## src/rtl/eth_tx_arbiter_if.sv

```systemverilog
// Avalon-ST transmit bundle shared between the packet sources and the arbiter.
// master = sources and sink side, slave = arbiter.
interface eth_tx_arbiter_if #(
  parameter int CHANNEL_QTY = 3,
  parameter int ARBIT_LEVEL = 2,
  parameter int DATA_WIDTH  = 64,
  parameter int INDX_WIDTH  = 10
) ();
  logic [CHANNEL_QTY*ARBIT_LEVEL-1:0] arbit_request;
  logic [CHANNEL_QTY-1:0]             arbit_grant;
  logic [CHANNEL_QTY-1:0]             arbit_eop;
  logic [CHANNEL_QTY-1:0]             din_sop;
  logic [CHANNEL_QTY-1:0]             din_eop;
  logic [CHANNEL_QTY-1:0]             din_valid;
  logic [CHANNEL_QTY*DATA_WIDTH-1:0]  din_data;
  logic [CHANNEL_QTY*3-1:0]           din_empty;
  logic                               dout_sop;
  logic                               dout_eop;
  logic                               dout_valid;
  logic [DATA_WIDTH-1:0]              dout_data;
  logic [2:0]                         dout_empty;
  logic                               dout_error;
  logic [INDX_WIDTH-1:0]              arbit_index;
  logic [15:0]                        timeout_cnt;

  modport master (
    output arbit_request, din_sop, din_eop, din_valid,
    output din_data, din_empty,
    input  arbit_grant, arbit_eop,
    input  dout_sop, dout_eop, dout_valid,
    input  dout_data, dout_empty, dout_error,
    input  arbit_index, timeout_cnt
  );

  modport slave (
    input  arbit_request, din_sop, din_eop, din_valid,
    input  din_data, din_empty,
    output arbit_grant, arbit_eop,
    output dout_sop, dout_eop, dout_valid,
    output dout_data, dout_empty, dout_error,
    output arbit_index, timeout_cnt
  );
endinterface

```

## src/rtl/eth_tx_arbiter.sv

```systemverilog
// Priority + round-robin arbiter sharing one Avalon-ST Ethernet TX path,
// with per-packet grant hold, no-data watchdog and inter-packet gap.
module eth_tx_arbiter #(
  parameter int CHANNEL_QTY = 3,
  parameter int ARBIT_LEVEL = 2,
  parameter int DATA_WIDTH  = 64,
  parameter int GAP_CYCLES  = 2,
  parameter int TIMEOUT     = 4096,
  parameter int INDX_WIDTH  = 10
) (
  input  logic clk,
  input  logic rst_n,
  eth_tx_arbiter_if.slave bus
);
  localparam int CW = $clog2(CHANNEL_QTY);
  localparam int WW = $clog2(TIMEOUT + 1);
  localparam int GW = 4;

  typedef enum logic [1:0] {IDLE, GRANT, GAP} state_e;

  state_e                 state_q, state_d;
  logic [CW-1:0]          last_q, last_d;
  logic [CW-1:0]          sel_q, sel_d;
  logic [CHANNEL_QTY-1:0] grant_q, grant_d;
  logic [CHANNEL_QTY-1:0] aeop_q, aeop_d;
  logic                   in_pkt_q, in_pkt_d;
  logic [WW-1:0]          wd_q, wd_d;
  logic [GW-1:0]          gap_q, gap_d;
  logic                   dsop_q, dsop_d;
  logic                   deop_q, deop_d;
  logic                   dval_q, dval_d;
  logic                   derr_q, derr_d;
  logic [DATA_WIDTH-1:0]  ddata_q, ddata_d;
  logic [2:0]             demp_q, demp_d;
  logic [INDX_WIDTH-1:0]  idx_q, idx_d;
  logic [15:0]            tcnt_q, tcnt_d;

  logic [ARBIT_LEVEL-1:0] max_code;
  logic                   found;
  logic [CW-1:0]          win;
  int                     k;

  logic                   g_val, g_sop, g_eop;
  logic [DATA_WIDTH-1:0]  g_data;
  logic [2:0]             g_emp;

  // Highest code wins; ties go to the first match after last winner.
  always_comb begin
    max_code = '0;
    found    = 1'b0;
    win      = '0;
    k        = 0;
    for (int c = 0; c < CHANNEL_QTY; c++) begin
      if (bus.arbit_request[c*ARBIT_LEVEL +: ARBIT_LEVEL] > max_code)
        max_code = bus.arbit_request[c*ARBIT_LEVEL +: ARBIT_LEVEL];
    end
    for (int i = 0; i < CHANNEL_QTY; i++) begin
      k = int'(last_q) + 1 + i;
      if (k >= CHANNEL_QTY) k = k - CHANNEL_QTY;
      if (!found && max_code != '0 &&
          bus.arbit_request[k*ARBIT_LEVEL +: ARBIT_LEVEL] == max_code) begin
        found = 1'b1;
        win   = CW'(k);
      end
    end
  end

  assign g_val  = bus.din_valid[sel_q];
  assign g_sop  = bus.din_sop[sel_q];
  assign g_eop  = bus.din_eop[sel_q];
  assign g_data = bus.din_data[int'(sel_q)*DATA_WIDTH +: DATA_WIDTH];
  assign g_emp  = bus.din_empty[int'(sel_q)*3 +: 3];

  always_comb begin
    state_d  = state_q;
    last_d   = last_q;
    sel_d    = sel_q;
    grant_d  = grant_q;
    aeop_d   = '0;
    in_pkt_d = in_pkt_q;
    wd_d     = wd_q;
    gap_d    = gap_q;
    dsop_d   = 1'b0;
    deop_d   = 1'b0;
    dval_d   = 1'b0;
    derr_d   = 1'b0;
    ddata_d  = '0;
    demp_d   = '0;
    idx_d    = idx_q;
    tcnt_d   = tcnt_q;
    unique case (state_q)
      IDLE: begin
        if (found) begin
          grant_d      = '0;
          grant_d[win] = 1'b1;
          last_d       = win;
          sel_d        = win;
          in_pkt_d     = 1'b0;
          wd_d         = '0;
          state_d      = GRANT;
        end
      end
      GRANT: begin
        unique case (1'b1)
          g_val: begin
            dval_d  = 1'b1;
            dsop_d  = g_sop;
            deop_d  = g_eop;
            ddata_d = g_data;
            demp_d  = g_emp;
            wd_d    = '0;
            if (g_sop) in_pkt_d = 1'b1;
            if (g_eop) in_pkt_d = 1'b0;
          end
          (wd_q == WW'(TIMEOUT - 1)): begin
            dval_d   = in_pkt_q;
            deop_d   = in_pkt_q;
            derr_d   = in_pkt_q;
            in_pkt_d = 1'b0;
            if (tcnt_q != 16'hFFFF) tcnt_d = tcnt_q + 16'd1;
          end
          default: wd_d = wd_q + 1'b1;
        endcase
        if ((g_val && g_eop) || (!g_val && wd_q == WW'(TIMEOUT - 1))) begin
          grant_d = '0;
          aeop_d  = grant_q;
          idx_d   = idx_q + 1'b1;
          gap_d   = '0;
          state_d = (GAP_CYCLES == 0) ? IDLE : GAP;
        end
      end
      GAP: begin
        if (gap_q == GW'(GAP_CYCLES - 1)) state_d = IDLE;
        else gap_d = gap_q + 1'b1;
      end
      default: state_d = IDLE;
    endcase
  end

  always_ff @(posedge clk or negedge rst_n) begin
    if (!rst_n) begin
      state_q  <= IDLE;
      last_q   <= CW'(CHANNEL_QTY - 1);
      sel_q    <= '0;
      grant_q  <= '0;
      aeop_q   <= '0;
      in_pkt_q <= 1'b0;
      wd_q     <= '0;
      gap_q    <= '0;
      dsop_q   <= 1'b0;
      deop_q   <= 1'b0;
      dval_q   <= 1'b0;
      derr_q   <= 1'b0;
      ddata_q  <= '0;
      demp_q   <= '0;
      idx_q    <= '0;
      tcnt_q   <= '0;
    end else begin
      state_q  <= state_d;
      last_q   <= last_d;
      sel_q    <= sel_d;
      grant_q  <= grant_d;
      aeop_q   <= aeop_d;
      in_pkt_q <= in_pkt_d;
      wd_q     <= wd_d;
      gap_q    <= gap_d;
      dsop_q   <= dsop_d;
      deop_q   <= deop_d;
      dval_q   <= dval_d;
      derr_q   <= derr_d;
      ddata_q  <= ddata_d;
      demp_q   <= demp_d;
      idx_q    <= idx_d;
      tcnt_q   <= tcnt_d;
    end
  end

  assign bus.arbit_grant = grant_q;
  assign bus.arbit_eop   = aeop_q;
  assign bus.dout_sop    = dsop_q;
  assign bus.dout_eop    = deop_q;
  assign bus.dout_valid  = dval_q;
  assign bus.dout_error  = derr_q;
  assign bus.dout_data   = ddata_q;
  assign bus.dout_empty  = demp_q;
  assign bus.arbit_index = idx_q;
  assign bus.timeout_cnt = tcnt_q;
endmodule

```

## src/flat_wrapper.sv

```systemverilog
// flat-port wrapper written by rule: the top's interface ports become plain ports
module eth_tx_arbiter_flat 
#(
  parameter int CHANNEL_QTY = 3,
  parameter int ARBIT_LEVEL = 2,
  parameter int DATA_WIDTH  = 64,
  parameter int GAP_CYCLES  = 2,
  parameter int TIMEOUT     = 4096,
  parameter int INDX_WIDTH  = 10
)
  (clk, rst_n, bus_arbit_request, bus_din_sop, bus_din_eop, bus_din_valid, bus_din_data, bus_din_empty, bus_arbit_grant, bus_arbit_eop, bus_dout_sop, bus_dout_eop, bus_dout_valid, bus_dout_data, bus_dout_empty, bus_dout_error, bus_arbit_index, bus_timeout_cnt);
  eth_tx_arbiter_if #(.CHANNEL_QTY(CHANNEL_QTY), .ARBIT_LEVEL(ARBIT_LEVEL), .DATA_WIDTH(DATA_WIDTH), .INDX_WIDTH(INDX_WIDTH)) bus_i ();
  input  logic clk;
  input  logic rst_n;
  input wire logic [$bits(bus_i.arbit_request)-1:0] bus_arbit_request;
  input wire logic [$bits(bus_i.din_sop)-1:0] bus_din_sop;
  input wire logic [$bits(bus_i.din_eop)-1:0] bus_din_eop;
  input wire logic [$bits(bus_i.din_valid)-1:0] bus_din_valid;
  input wire logic [$bits(bus_i.din_data)-1:0] bus_din_data;
  input wire logic [$bits(bus_i.din_empty)-1:0] bus_din_empty;
  output wire logic [$bits(bus_i.arbit_grant)-1:0] bus_arbit_grant;
  output wire logic [$bits(bus_i.arbit_eop)-1:0] bus_arbit_eop;
  output wire logic [$bits(bus_i.dout_sop)-1:0] bus_dout_sop;
  output wire logic [$bits(bus_i.dout_eop)-1:0] bus_dout_eop;
  output wire logic [$bits(bus_i.dout_valid)-1:0] bus_dout_valid;
  output wire logic [$bits(bus_i.dout_data)-1:0] bus_dout_data;
  output wire logic [$bits(bus_i.dout_empty)-1:0] bus_dout_empty;
  output wire logic [$bits(bus_i.dout_error)-1:0] bus_dout_error;
  output wire logic [$bits(bus_i.arbit_index)-1:0] bus_arbit_index;
  output wire logic [$bits(bus_i.timeout_cnt)-1:0] bus_timeout_cnt;
  assign bus_i.arbit_request = bus_arbit_request;
  assign bus_i.din_sop = bus_din_sop;
  assign bus_i.din_eop = bus_din_eop;
  assign bus_i.din_valid = bus_din_valid;
  assign bus_i.din_data = bus_din_data;
  assign bus_i.din_empty = bus_din_empty;
  assign bus_arbit_grant = bus_i.arbit_grant;
  assign bus_arbit_eop = bus_i.arbit_eop;
  assign bus_dout_sop = bus_i.dout_sop;
  assign bus_dout_eop = bus_i.dout_eop;
  assign bus_dout_valid = bus_i.dout_valid;
  assign bus_dout_data = bus_i.dout_data;
  assign bus_dout_empty = bus_i.dout_empty;
  assign bus_dout_error = bus_i.dout_error;
  assign bus_arbit_index = bus_i.arbit_index;
  assign bus_timeout_cnt = bus_i.timeout_cnt;
  eth_tx_arbiter #(.CHANNEL_QTY(CHANNEL_QTY), .ARBIT_LEVEL(ARBIT_LEVEL), .DATA_WIDTH(DATA_WIDTH), .GAP_CYCLES(GAP_CYCLES), .TIMEOUT(TIMEOUT), .INDX_WIDTH(INDX_WIDTH)) u_core (.clk(clk), .rst_n(rst_n), .bus(bus_i));
endmodule
```

## config.mk

```make
export PLATFORM = sky130hd
export DESIGN_NAME = eth_tx_arbiter_flat
export DESIGN_NICKNAME = d
export VERILOG_FILES = /design/src/rtl/eth_tx_arbiter_if.sv /design/src/rtl/eth_tx_arbiter.sv /design/src/flat_wrapper.sv
export SDC_FILE = /design/constraint.sdc
export NUM_CORES = 1
export LEC_CHECK = 0
export BUFFER_PORTS_ARGS = -buffer_cell sky130_fd_sc_hd__buf_2
export CORE_AREA = 5 5 124 138
export DETAILED_ROUTE_END_ITERATION = 16
export DIE_AREA = 0 0 129 143
export PLACE_DENSITY = 0.82
export SLEW_MARGIN = 40
export SYNTH_ARGS = -nofsm -noshare
export SYNTH_HDL_FRONTEND = slang
export SYNTH_SLANG_ARGS = --single-unit
```

## constraint.sdc

```tcl
create_clock -name clk -period 5 [get_ports clk]
set_clock_uncertainty 0.05 [all_clocks]
set_input_delay 0.5 -clock clk [delete_from_list [all_inputs] [get_ports clk]]
set_output_delay 0.5 -clock clk [all_outputs]
set_load 0.005 [all_outputs]
```

==> run metrics, run 1 <==
outcome finished clean; die footprint between 15000 and 20000 sq um; fin crit period roughly 3400 ps; first-pass GRT wire length roughly 33000 um; final WL 21900 um; worst-margin pin slew 827 ps; final design utilization 59.9%; register bit total from synthesis 126; worst vdd ir 0.228 mV; met3 Track Usage GR 7.78%; Syn Inst Count around 740; Crit Path Max Fanout 76; Reg clk slew, reported paths roughly 60 ps; most used flip-flop cell after synthesis dfrtp_1; Synth area leaders dfrtp_1, mux2i_1, nor2_1, a21oi_1, ha_1; drt wl/cell 17.4 um; gr busiest metal met2; CTS sink count 126; RSZ-0062 raised after global routing false; Area Growth Syn to Fin 35.0%; crit share post-route 68.3%; worst skew pair latency between 400 and 500 ps; # port buffers 320; Iter 0 DRT Violations 316; pwr/cell area 483 nW/um^2; chip height roughly 140 um; postcts setup bufs 0; Via density 5.28; number of antenna violations at the first check in global routing 1; Critical Path Source Type flip-flop; gr usage total 22.9%; post-synth top area share a little under half; Crit Path Category flip-flop to flip-flop; TritonCTS buffer count 17; CTS tree yes; leading area contributor after synthesis dfrtp_1; Final ANT Viol Nets 0; Rows 48; die width 129 um; syn_nets between 900 and 1000; Final Wtd Congestion just under 0.9; Synth cell types 65; hpwl dp roughly 17000 um; layout cells sized above 1 35.8%; synth warn 0; Initial Util 44.4%; Synth top cells by count nor2_1, dfrtp_1, a21oi_1, mux2i_1, nand2_1; CTS Buffer Depth 2; setup tns final 0 ps; critical path data required time around 5200 ps; max cap viols 0; Via Count 6653; Worst Path Arrival 3650 ps; root buffer cell clkbuf_16; Hold Crit Class input pin to flip-flop; largest net degree at the start of global routing 77; post-synth design cell area 6870 sq um; Final setup viols 0; nets 1282; H-tree levels 4; grt ovf 0; post-cts resize count 0; cts hold-fix bufs 1; Post-synth EDFFs 0; cell area after placement 8630 sq um; leakage 0.00485 uW; Slew HR 44.9%; number of global-route vias before repair roughly 6600; Avg Inst Size Synth a little over 9 sq um; Antenna diodes 0; Design Area, Final between 9000 and 10000 sq um; final slew viol count 0; First-pass DRT Iterations 5; sequential-to-total area share from yosys stat 45.9%; Worst Setup End Kind flip-flop; Async SR Flop Fraction 100%; Ports approximately 320; final hold vios 0; post-route DRC violation count 0; GRT met1 Usage 28.5%; CORE AREA 15500 sq um; f_max slightly below 300 MHz; top-count cell post-synth nor2_1; met2 Usage GRT 37.4%
==> kinds of logic (layout without fill, tap and decap cells) <==
family	Yosys count	count (layout)	share of synthesized area, %
xor+xnor	31	31	3.95
fa+ha+maj	18	18	3.28
buf+inv	56	376	3.31
simple gates	286	286	18.6
flops	126	126	45.9
mux	79	79	11.6
compound gates	143	143	13.3
==> worst max-delay path: stages, from the launching register on <==
cell and delay (ps):
dfrtp_2 480, buf_4 660, nor2b_4 600, o2bb2ai_1 260, a31oi_1 130, nor3_1 230, buf_4 200, nand3_1 110
nor2_1 230, nand3_1 140, xnor2_1 150
==> registers in the layout, summed over array words and instances (netlist names) <==
register,count
u_core.sel_q,2
u_core.bus.dout_empty,3
u_core.bus.arbit_index,10
u_core.last_q,1
u_core.bus.arbit_grant,3
u_core.bus.dout_data,64
u_core.bus.timeout_cnt,16
u_core.bus.dout_error,1
u_core.bus.dout_sop,1
u_core.gap_q,4
u_core.bus.dout_valid,1
u_core.wd_q,13
u_core.in_pkt_q,1
u_core.state_q,2
u_core.bus.dout_eop,1
u_core.bus.arbit_eop,3
==> through the flow <==
| step | hold WS [ps] | worst slack (ps) | power, uW | std cells |
|---|---|---|---|---|
| 2_1_floorplan | 154 | 1230 | 2580 | 739 |
| 3_3_place_gp | 265 | 1550 | 3110 | 1226 |
| 3_5_place_dp | 266 | 1420 | 3160 | 1226 |
| 4_1_cts | 257 | 1600 | 4520 | 1259 |
| 5_1_grt | 265 | 1200 | 4770 | 1259 |
| 6_report | 275 | 1590 | 4490 | 1259 |
==> routing by layer <==
layer	share of wire, %	vias to the layer above
met5	0.091	-
met4	2.1	2
met3	10	40
met2	49	306
met1	39	3151
li1	-	3154
==> report_power, final <==
part           leakage, uW  internal, uW  switching, uW
clock             0.000307           896            438
combinational      0.00282           712           1090
sequential         0.00172          1210            143
total              0.00485          2820           1670
==> layout by cell type (no fill, tap or decap), types with 4 or more instances in the layout <==
cell,count
buf_2,319
nor2_1,160
dfrtp_1,123
a21oi_1,77
mux2i_1,75
nand2_1,43
nand3_1,18
xnor2_1,18
ha_1,18
clkbuf_16,17
inv_1,16
o21ai_0,15
nand2b_1,13
xor2_1,13
o21ai_1,13
and3_1,12
and2_1,9
buf_4,7
nand4_1,5
bufinv_16,5
nor2b_1,4
==> final cells by class <==
| type | instances | area (sq um) |
|---|---|---|
| well taps | 200 | 250 |
| flip-flops and latches | 126 | 3160 |
| repair buffers | 328 | 1670 |
| multi-input cells | 557 | 3500 |
| fillers | 1357 | 6210 |
| clock inverters | 11 | 189 |
| inverters | 16 | 60.1 |
| clock buffers | 21 | 450 |
==> final timing paths <==
check                                          start                        end  slack [ps]  cells after the start
min reg2reg                u_core.bus.arbit_index[8]  u_core.bus.arbit_index[8]         430                      1
min                                bus_din_data[115]   u_core.bus.dout_data[51]         280                      3
max                                  u_core.sel_q[0]  u_core.bus.arbit_index[7]        1590                     10
max reg2reg                          u_core.sel_q[0]  u_core.bus.arbit_index[7]        1590                     10
min in group asynchronous                      rst_n   u_core.bus.dout_data[54]         390                      2
max in group asynchronous                      rst_n            u_core.sel_q[1]        3580                      3
(Power assumes the default switching activity.)
==> inputs of run 2 (changes only) <==
--- a/config.mk
+++ b/config.mk
@@ -6,9 +6,9 @@
 export NUM_CORES = 1
 export LEC_CHECK = 0
 export BUFFER_PORTS_ARGS = -buffer_cell sky130_fd_sc_hd__buf_2
-export CORE_AREA = 5 5 124 138
+export CORE_AREA = 5 5 127 141
 export DETAILED_ROUTE_END_ITERATION = 16
-export DIE_AREA = 0 0 129 143
+export DIE_AREA = 0 0 132 146
 export PLACE_DENSITY = 0.82
 export SLEW_MARGIN = 40
 export SYNTH_ARGS = -nofsm -noshare
==> constraint.sdc (replaced) <==
create_clock -name clk -period 3.1 [get_ports clk]
set_clock_uncertainty 0.05 [all_clocks]
set_input_delay 0.31 -clock clk [delete_from_list [all_inputs] [get_ports clk]]
set_output_delay 0.31 -clock clk [all_outputs]
set_load 0.005 [all_outputs]
==> run metrics, run 2 (synthesis results as in run 1) <==
outcome finished clean; Worst R2R Path Depth 10; Filler cells 1437; Flop pwr share 29.9%; layout cells sized above 1 38.0%; Initial Util 42.3%; HP Start bus_din_data[90]; RSZ-0062 raised after global routing true; final design utilization 58.1%; CP Depth 10; crit-path leading delay family compound AO/OA/AOI/OAI gates; Hold Crit Class input pin to flip-flop; grt ovf 0; postcts setup bufs 0; worst skew pair latency 410 ps; leakage 0.00492 uW; Final Wtd Congestion between 0.9 and 1; worst-margin pin slew 667 ps; internal power 4390 uW; Buf/Inv on CP 1; hpwl dp 17400 um; Ports ~320; Reg clk slew, reported paths 60 ps; number of antenna violations at the first check in global routing 0; Critical Path Source Type flip-flop; Via Count 6687; Crit Path Category flip-flop to flip-flop; commonest cells after routing, fill and taps aside buf_2, nor2_1, dfrtp_1, a21oi_1, mux2i_1; H-tree levels 4; drt wl/cell 17.5 um; crit-path cells inv_1 -> ha_1 -> mux2_4 -> a22oi_4 -> or3_4 -> a21bo_2 -> a32o_2 -> nor2_1 -> a21oi_1 -> a32o_1; Psw about 2800 uW; Largest register FFs between 60 and 70; number of global-route vias before repair 6639; First-pass DRT Iterations 5; Antenna diodes 0; hold-critical path depth 3; Crit Path Max Fanout 5; worst vdd ir 0.410 mV; slowest CP cell dfstp_2; final slew viol count 0; fin crit period 2940 ps; crit share post-route 94.8%; Iter 0 DRT Violations 380; largest stage delay on the critical path 590 ps; nets about 1300; critical path data required time 3350 ps; total power 7220 uW; gr usage total 22.5%; CTS sink count 126; largest net degree at the start of global routing slightly below 80; # port buffers 320; Worst Path Arrival between 3000 and 4000 ps; Worst R2R Setup Slack 160 ps; clock network fraction of design power 26.4%; reg2reg end u_core.bus.arbit_grant[0]; final WL 22300 um; die width 132 um; r2r startpoint u_core.last_q[1]; root buffer cell clkbuf_16; CTS tree yes; first-pass GRT wire length 35200 um; Comb power frac a little over two fifths; commonest non-fill, non-tap cell in the layout buf_2; Slew HR a little under three fifths; Final setup viols 0; final hold vios 0; Via density 5.22; CORE AREA 16200 sq um; Area Growth Syn to Fin 37.3%; WHS Endpoint u_core.bus.dout_data[26]; max cap viols 0; die footprint 19300 sq um; f_max 340 MHz; chip height approximately 150 um; switching part of the total 39.3%; Final ANT Viol Nets 0; Worst Setup End Kind flip-flop; post-route DRC violation count 0; CTS Buffer Depth 2; TritonCTS buffer count 17; Rows 49; pwr/cell area approximately 770 nW/um^2
-- run 2: area by class of cell --
| class | count | area [sq um] | area share, % |
|---|---|---|---|
| well taps | 204 | 255 | 2.71 |
| clock buffers | 18 | 439 | 4.66 |
| flip-flops and latches | 126 | 3160 | 33.5 |
| multi-input cells | 557 | 3560 | 37.8 |
| repair buffers | 345 | 1820 | 19.3 |
| inverters | 16 | 62.6 | 0.663 |
| clock inverters | 14 | 133 | 1.41 |
-- run 2: worst register-to-register path: cells and delay by family (launching register included) --
kind | cells | cell delay, ps
buffers and inverters | 1 | 90
adder cells (fa/ha/maj) | 1 | 280
AO/OA/AOI/OAI | 5 | 1130
flip-flops | 1 | 590
multiplexers | 1 | 340
AND/OR/NAND/NOR | 2 | 350
-- run 2: worst max path at each step --
stage	endpoint	slack [ps]	startpoint
3_5_place_dp	u_core.bus.arbit_grant[0]	-100	bus_arbit_request[1]
4_1_cts	u_core.wd_q[0]	30	u_core.last_q[1]
2_1_floorplan	u_core.bus.arbit_grant[0]	-10	u_core.sel_q[0]
5_1_grt	u_core.wd_q[10]	-10	u_core.last_q[1]
3_3_place_gp	u_core.wd_q[0]	-7	bus_arbit_request[1]
6_report	u_core.bus.arbit_grant[0]	160	u_core.last_q[1]
-- run 2: power groups by stage --
stage / clock (uW) / combinational (uW) / sequential (uW)
2_1_floorplan: 0 / 2100 / 2150
3_3_place_gp: 0 / 3040 / 2170
3_5_place_dp: 0 / 3090 / 2190
4_1_cts: 1940 / 3110 / 2160
5_1_grt: 2020 / 3490 / 2200
6_report: 1910 / 3150 / 2160
-- run 2: what timing repair did --
item,4_1_cts,5_1_grt
hold buffers,1,0
endpoints found under the setup margin,0,27
resized for setup,0,8
hold endpoints to repair,64,0
-- run 2: per-layer routing --
layer	GRT usage (%)	share of wire [%]	up-vias
met3	7.71	9.4	22
met5	0	0	-
met4	5.30	1.3	0
li1	-	-	3187
met1	28.6	40	3200
met2	37.1	49	278
-- run 2: metrics by stage --
stage / cells / hold WS [ps] / worst slack, ps / TNS, ps / cell area [sq um]
after CTS: 1280 / 62.8 / 29.9 / 0 / 9400
after global routing: 1280 / 76.8 / -13.3 / -14.1 / 9430
after floorplan: 739 / -35.6 / -10.3 / -10.3 / 6950
final: 1280 / 79.0 / 162 / 0 / 9430
after global placement: 1247 / 410 / -6.86 / -6.86 / 8810
after detailed placement: 1247 / 299 / -95.1 / -652 / 8820
